<file path="src/rtl/core_run_ctrl.sv">
// Run sequencer for the 9-bit-ISA core: launches/frees the core, watchdogs the run and muxes dat_mem.
// Optional single-step control (step_mode/step inputs) is compiled in with `define SINGLE_STEP_EN.
module core_run_ctrl #(
    parameter int AW      = 8,
    parameter int DW      = 8,
    parameter int CW      = 16,
    parameter int RST_CYC = 2,
    parameter int MAX_CYC = 4000
) (
    input  logic          i_clk,
    input  logic          i_reset,
    input  logic          i_start,
    input  logic          i_abort,
`ifdef SINGLE_STEP_EN
    input  logic          i_step_mode,
    input  logic          i_step,
`endif
    input  logic          i_core_done,
    output logic          o_core_rst,
    output logic          o_core_en,
    input  logic [AW-1:0] i_core_addr,
    input  logic [DW-1:0] i_core_wdata,
    input  logic          i_core_we,
    input  logic          i_host_req,
    input  logic          i_host_we,
    input  logic [AW-1:0] i_host_addr,
    input  logic [DW-1:0] i_host_wdata,
    output logic          o_host_ack,
    output logic [DW-1:0] o_host_rdata,
    output logic [AW-1:0] o_mem_addr,
    output logic [DW-1:0] o_mem_wdata,
    output logic          o_mem_we,
    input  logic [DW-1:0] i_mem_rdata,
    output logic          o_busy,
    output logic          o_done,
    output logic          o_timeout,
    output logic [CW-1:0] o_cyc_cnt
);

    localparam int RCW = (RST_CYC > 1) ? $clog2(RST_CYC) : 1;

    typedef enum logic [2:0] {
        ST_IDLE     = 3'd0,
        ST_CORE_RST = 3'd1,
        ST_RUN      = 3'd2,
        ST_DONE     = 3'd3,
        ST_TIMEOUT  = 3'd4
    } state_t;

    state_t           r_state;
    state_t           w_state_nxt;
    logic [RCW-1:0]   r_rst_cnt;
    logic [CW-1:0]    r_cyc_cnt;
    logic [CW-1:0]    w_cnt_inc;
    logic             r_core_rst;
    logic             r_core_en;
    logic             r_busy;
    logic             r_done;
    logic             r_timeout;
    logic             r_host_ack;
    logic [DW-1:0]    r_host_rdata;
    logic             w_core_rst_nxt;
    logic             w_core_en_nxt;
    logic             w_busy_nxt;
    logic             w_done_nxt;
    logic             w_timeout_nxt;
    logic             w_host_side;
    logic             w_host_acc;
    logic             w_launch;
    logic             w_tick;
    logic             w_step_gate;

`ifdef SINGLE_STEP_EN
    assign w_step_gate = ~i_step_mode | i_step;
`else
    assign w_step_gate = 1'b1;
`endif

    // core_en is registered, so in RUN it marks exactly the cycles the core advances
    assign w_tick      = r_core_en;
    assign w_cnt_inc   = r_cyc_cnt + {{(CW-1){1'b0}}, 1'b1};
    assign w_host_side = (r_state != ST_RUN) && (r_state != ST_CORE_RST);
    assign w_host_acc  = w_host_side & i_host_req & ~r_host_ack;
    // a pending or just-acked host transaction always wins over a launch request
    assign w_launch    = i_start & ~i_host_req & ~r_host_ack;

    // FSM state register
    always_ff @(posedge i_clk) begin
        if (i_reset) begin
            r_state <= ST_IDLE;
        end else begin
            r_state <= w_state_nxt;
        end
    end

    // FSM next-state logic: abort > done > watchdog while running
    always_comb begin
        w_state_nxt = r_state;
        case (r_state)
            ST_IDLE, ST_DONE, ST_TIMEOUT: begin
                if (w_launch) begin
                    w_state_nxt = ST_CORE_RST;
                end else begin
                    w_state_nxt = r_state;
                end
            end
            ST_CORE_RST: begin
                if (i_abort) begin
                    w_state_nxt = ST_IDLE;
                end else if (r_rst_cnt == RCW'(RST_CYC - 1)) begin
                    w_state_nxt = ST_RUN;
                end else begin
                    w_state_nxt = ST_CORE_RST;
                end
            end
            ST_RUN: begin
                if (i_abort) begin
                    w_state_nxt = ST_IDLE;
                end else if (w_tick && i_core_done && (r_cyc_cnt != {CW{1'b0}})) begin
                    w_state_nxt = ST_DONE;
                end else if (w_tick && (w_cnt_inc == CW'(MAX_CYC - 1))) begin
                    w_state_nxt = ST_TIMEOUT;
                end else begin
                    w_state_nxt = ST_RUN;
                end
            end
            default: w_state_nxt = ST_IDLE;
        endcase
    end

    // FSM output decode from the next state, registered below
    always_comb begin
        w_core_rst_nxt = 1'b0;
        w_core_en_nxt  = 1'b0;
        w_busy_nxt     = 1'b0;
        w_done_nxt     = 1'b0;
        w_timeout_nxt  = 1'b0;
        case (w_state_nxt)
            ST_IDLE: begin
                w_core_rst_nxt = 1'b1;
            end
            ST_CORE_RST: begin
                w_core_rst_nxt = 1'b1;
                w_busy_nxt     = 1'b1;
            end
            ST_RUN: begin
                w_core_en_nxt  = w_step_gate;
                w_busy_nxt     = 1'b1;
            end
            ST_DONE: begin
                w_done_nxt     = 1'b1;
            end
            ST_TIMEOUT: begin
                w_timeout_nxt  = 1'b1;
            end
            default: begin
                w_core_rst_nxt = 1'b1;
            end
        endcase
    end

    // Counters, registered status outputs and host handshake
    always_ff @(posedge i_clk) begin
        if (i_reset) begin
            r_rst_cnt    <= {RCW{1'b0}};
            r_cyc_cnt    <= {CW{1'b0}};
            r_core_rst   <= 1'b1;
            r_core_en    <= 1'b0;
            r_busy       <= 1'b0;
            r_done       <= 1'b0;
            r_timeout    <= 1'b0;
            r_host_ack   <= 1'b0;
            r_host_rdata <= {DW{1'b0}};
        end else begin
            if (r_state == ST_CORE_RST) begin
                r_rst_cnt <= r_rst_cnt + {{(RCW-1){1'b0}}, 1'b1};
            end else begin
                r_rst_cnt <= {RCW{1'b0}};
            end
            if ((w_state_nxt == ST_CORE_RST) && (r_state != ST_CORE_RST)) begin
                r_cyc_cnt <= {CW{1'b0}};
            end else if ((r_state == ST_RUN) && w_tick) begin
                r_cyc_cnt <= w_cnt_inc;
            end else begin
                r_cyc_cnt <= r_cyc_cnt;
            end
            r_core_rst <= w_core_rst_nxt;
            r_core_en  <= w_core_en_nxt;
            r_busy     <= w_busy_nxt;
            r_done     <= w_done_nxt;
            r_timeout  <= w_timeout_nxt;
            r_host_ack <= w_host_acc;
            if (w_host_acc && !i_host_we) begin
                r_host_rdata <= i_mem_rdata;
            end else begin
                r_host_rdata <= r_host_rdata;
            end
        end
    end

    // dat_mem port mux: the core owns it in RUN, the host otherwise (no writes during CORE_RST)
    always_comb begin
        if (r_state == ST_RUN) begin
            o_mem_addr  = i_core_addr;
            o_mem_wdata = i_core_wdata;
            o_mem_we    = i_core_we;
        end else begin
            o_mem_addr  = i_host_addr;
            o_mem_wdata = i_host_wdata;
            o_mem_we    = w_host_side & i_host_req & i_host_we & ~r_host_ack;
        end
    end

    assign o_core_rst   = r_core_rst;
    assign o_core_en    = r_core_en;
    assign o_busy       = r_busy;
    assign o_done       = r_done;
    assign o_timeout    = r_timeout;
    assign o_cyc_cnt    = r_cyc_cnt;
    assign o_host_ack   = r_host_ack;
    assign o_host_rdata = r_host_rdata;

endmodule

</file>
<file path="config.mk">
export PLATFORM = sky130hd
export DESIGN_NAME = core_run_ctrl
export DESIGN_NICKNAME = d
export VERILOG_FILES = /design/src/rtl/core_run_ctrl.sv
export SDC_FILE = /design/constraint.sdc
export NUM_CORES = 1
export LEC_CHECK = 0
export CORE_MARGIN = 1
export CORE_UTILIZATION = 35
export CTS_CLUSTER_SIZE = 8
export DETAILED_ROUTE_END_ITERATION = 16
export HOLD_SLACK_MARGIN = 0.06
export PLACE_DENSITY = 0.72
export SLEW_MARGIN = 10
export SYNTH_ARGS = -nofsm -noshare
export SYNTH_HDL_FRONTEND = slang
export SYNTH_SLANG_ARGS = --single-unit
</file>
<file path="constraint.sdc">
create_clock -name i_clk -period 2.16 [get_ports i_clk]
set_input_delay 0.648 -clock i_clk [delete_from_list [all_inputs] [get_ports i_clk]]
set_output_delay 0.648 -clock i_clk [all_outputs]
set_load 0.01 [all_outputs]
</file>
==> impl_metrics.yaml <==
run_status:
  status: "finished, violations left"
  violations: "setup timing"
finish:
  layout-drive-gt1-share: 0.3894
  largest_reg_flops: 16
  finalNetCount: 407
  final-seq-area_sq_um: 703.2
  multi_input_area_sq_um: 1495
  syn2layout_area_growth_pct: 76.50
  fill_cells: 446
  antenna_cells: 0
  final_area_sq_um: 3712
logic_synthesis:
  ys_ff_latch: 34
  yosys.cell_types.count: 63
  synth_area_per_cell_sq_um: 9.306
  synth_area_sq_um: 2103
  synth_common_cells: "dfxtp_1 (34), nor2_1 (21), mux2_2 (16)"
  synthMostInstantiatedCell: "dfxtp_1"
  synth_top_area_cell: "dfxtp_1"
  ys_seq_area_frac: 0.3236
  synth.yosys.warnings: 0
  async_reset_ff_frac: 0
  synth_flop_cell: "dfxtp_1"
  ys_top_cells_by_area: "dfxtp_1 (32%), mux2_2 (8.6%), xnor2_1 (4.2%), mux2i_1 (3.8%), nor2_1 (3.7%)"
  synth_top_area_frac: 0.3236
  syn_nets: 277
  synthCells: 226
  synth_enable_flop_cells: 0
sta:
  setup_viol: 16
  fin_ws_ns: -0.05583
  period_needed_ns: 2.216
  rsz0062_at_grt: "true"
  period_share: 1.026
  final-hold-violation-count: 0
  holdWs_ns: 0.4491
  slew_headroom: 0.7130
  slew_violations: 0
  worst_pin_slew_ns: 0.4289
  fmax_ghz: 0.4513
  finClkSkew_ns: 0.01160
  finalSetupTns_ns: -0.4918
min_path:
  hp-class: "register to register"
route:
  postRouteAntennaNets: 0
  routed_wl_mm: 6.438
  num_vias: 2199
  drc: 0
  viasPerCell: 5.126
  firstDrtPassIters: 4
  drtIter0Drc: 146
  wl_per_cell_um: 15.01
cts:
  hold_buffers: 0
  cts-root-buf: "clkbuf_8"
  clock_sinks: 34
  clock_latency_ns: 0.30
  numCtsBuffers: 5
  clk_pin_slew_ns: 0.07
  cts.path.max_buffers: 2
  cts_tree: "yes"
  htree_levels: 2
power_and_ir_drop:
  p_clk_frac: 0.390
  power.leakage_nw: 1.438
  switching_share: 0.2308
  ir_worst_vdd_uv: 265.6
  powerDensity_nw_per_um2: 409.3
  p_int_mw: 1.169
  power_frac_comb: 0.188
  pwr-share-seq: 0.422
  p_sw_mw: 0.3507
critical_path:
  required_ns: 1.51
  path_cells: "nor3b_4 > buf_6 > mux2_2 > buf_2"
  path_max_fanout: 10
  startpoint_type: "register"
  crit_arrival_ns: 1.57
  critPathKind: "register to output pin"
  crit_buf_inv: 2
  slowest_delay_ns: 0.34
  crit_path_end_kind: "output pin"
  slowest_stage: "dfxtp_2"
  path_delay_family: "flip-flops"
grt:
  grt_remaining_overflow: 0
  grt_pass1_wl_mm: 10.15
  grt_antenna_before_repair: 0
  grt_max_degree: 13
  track_usage: 0.2068
  grt_pass1_vias: 2139
floorplanning:
  initial_core_util: 0.3728
  core_sq_um: 5642
  dieArea_sq_um: 6323
  ios: 95
  rows: 27
  die_w_um: 79.52
  die_h_um: 79.52
placement:
  place_ws_ns: -0.5618
  io_buffers: 94
  placed_area_sq_um: 3333
  dp_hpwl_mm: 4.616
  gp_congestion: 0.8085
run:
  maxCapViolCount: 0
## cell type report
class                           instances  area share
Sequential cell                        34      0.1894
Tap cell                               72     0.02427
Multi-Input combinational cell        175      0.4028
Inverter                                6    0.006067
Timing Repair Buffer                  134      0.3488
Clock inverter                          1    0.008089
Clock buffer                            7     0.02056
## final timing paths
kind	start	endpoint	slack [ns]	cells past startpoint
worst max register to register	o_cyc_cnt[6]	o_cyc_cnt[6]	0.06	8
worst max-delay path	r_state[2]	o_mem_wdata[6]	-0.06	4
worst min-delay path	r_rst_cnt	r_rst_cnt	0.45	1
worst min register to register	r_rst_cnt	r_rst_cnt	0.45	1
## per-layer routing
layer,global-route usage,vias to the layer above,part of all wire
met5,0,-,0
met4,0.07273,0,0.0098
met3,0.04343,7,0.042
met2,0.3462,57,0.50
met1,0.2601,1055,0.44
li1,-,1080,-
## per-stage QoR
| step | util | std cells | total power, mW |
|---|---|---|---|
| floorplan | - | 226 | 0.7497 |
| global placement | 0.5908 | 413 | 0.9120 |
| detailed placement | 0.5908 | 413 | 0.9162 |
| CTS | 0.6372 | 428 | 1.532 |
| global route | 0.6580 | 429 | 1.571 |
| finish | 0.6580 | 429 | 1.519 |
## power by group through the flow
stage	logic, mW	clock network (mW)	registers [mW]
final	0.286	0.592	0.641
after CTS	0.287	0.601	0.643
after global routing	0.303	0.625	0.643
after global placement	0.255	0	0.657
after floorplan	0.0875	0	0.662
after detailed placement	0.259	0	0.657
## timing repair
| item | in CTS | in global routing |
|---|---|---|
| setup endpoints to repair | 34 | 39 |
| buffers inserted | 5 | 3 |
| resized for setup | 105 | 35 |
| pin swaps | 2 | 9 |
| cloned | 2 | 0 |
## logic make-up (layout without fill, tap and decap cells)
family	count (synthesis)	count (layout)	synth area share
and+or+nand+nor	100	100	0.2927
buffers and inverters	17	148	0.05055
DFF	34	34	0.3236
AOI/OAI and AO/OA	31	31	0.1208
xor gates and xnor gates	17	17	0.07079
adders and majority gates	3	3	0.01785
muxes	24	24	0.1237
## layout by cell type, fill, tap and decap left out, types with 8 or more instances in the layout
cell / count
nand4_1: 8
mux2i_1: 8
clkdlybuf4s50_1: 75
nor2_2: 10
xnor2_1: 10
buf_6: 19
nor2_1: 21
mux2_2: 8
nand3_1: 8
buf_4: 34
dfxtp_1: 22
mux2_4: 8
nand2_1: 11
dfxtp_2: 9
Power figures use the tool's default switching activity.
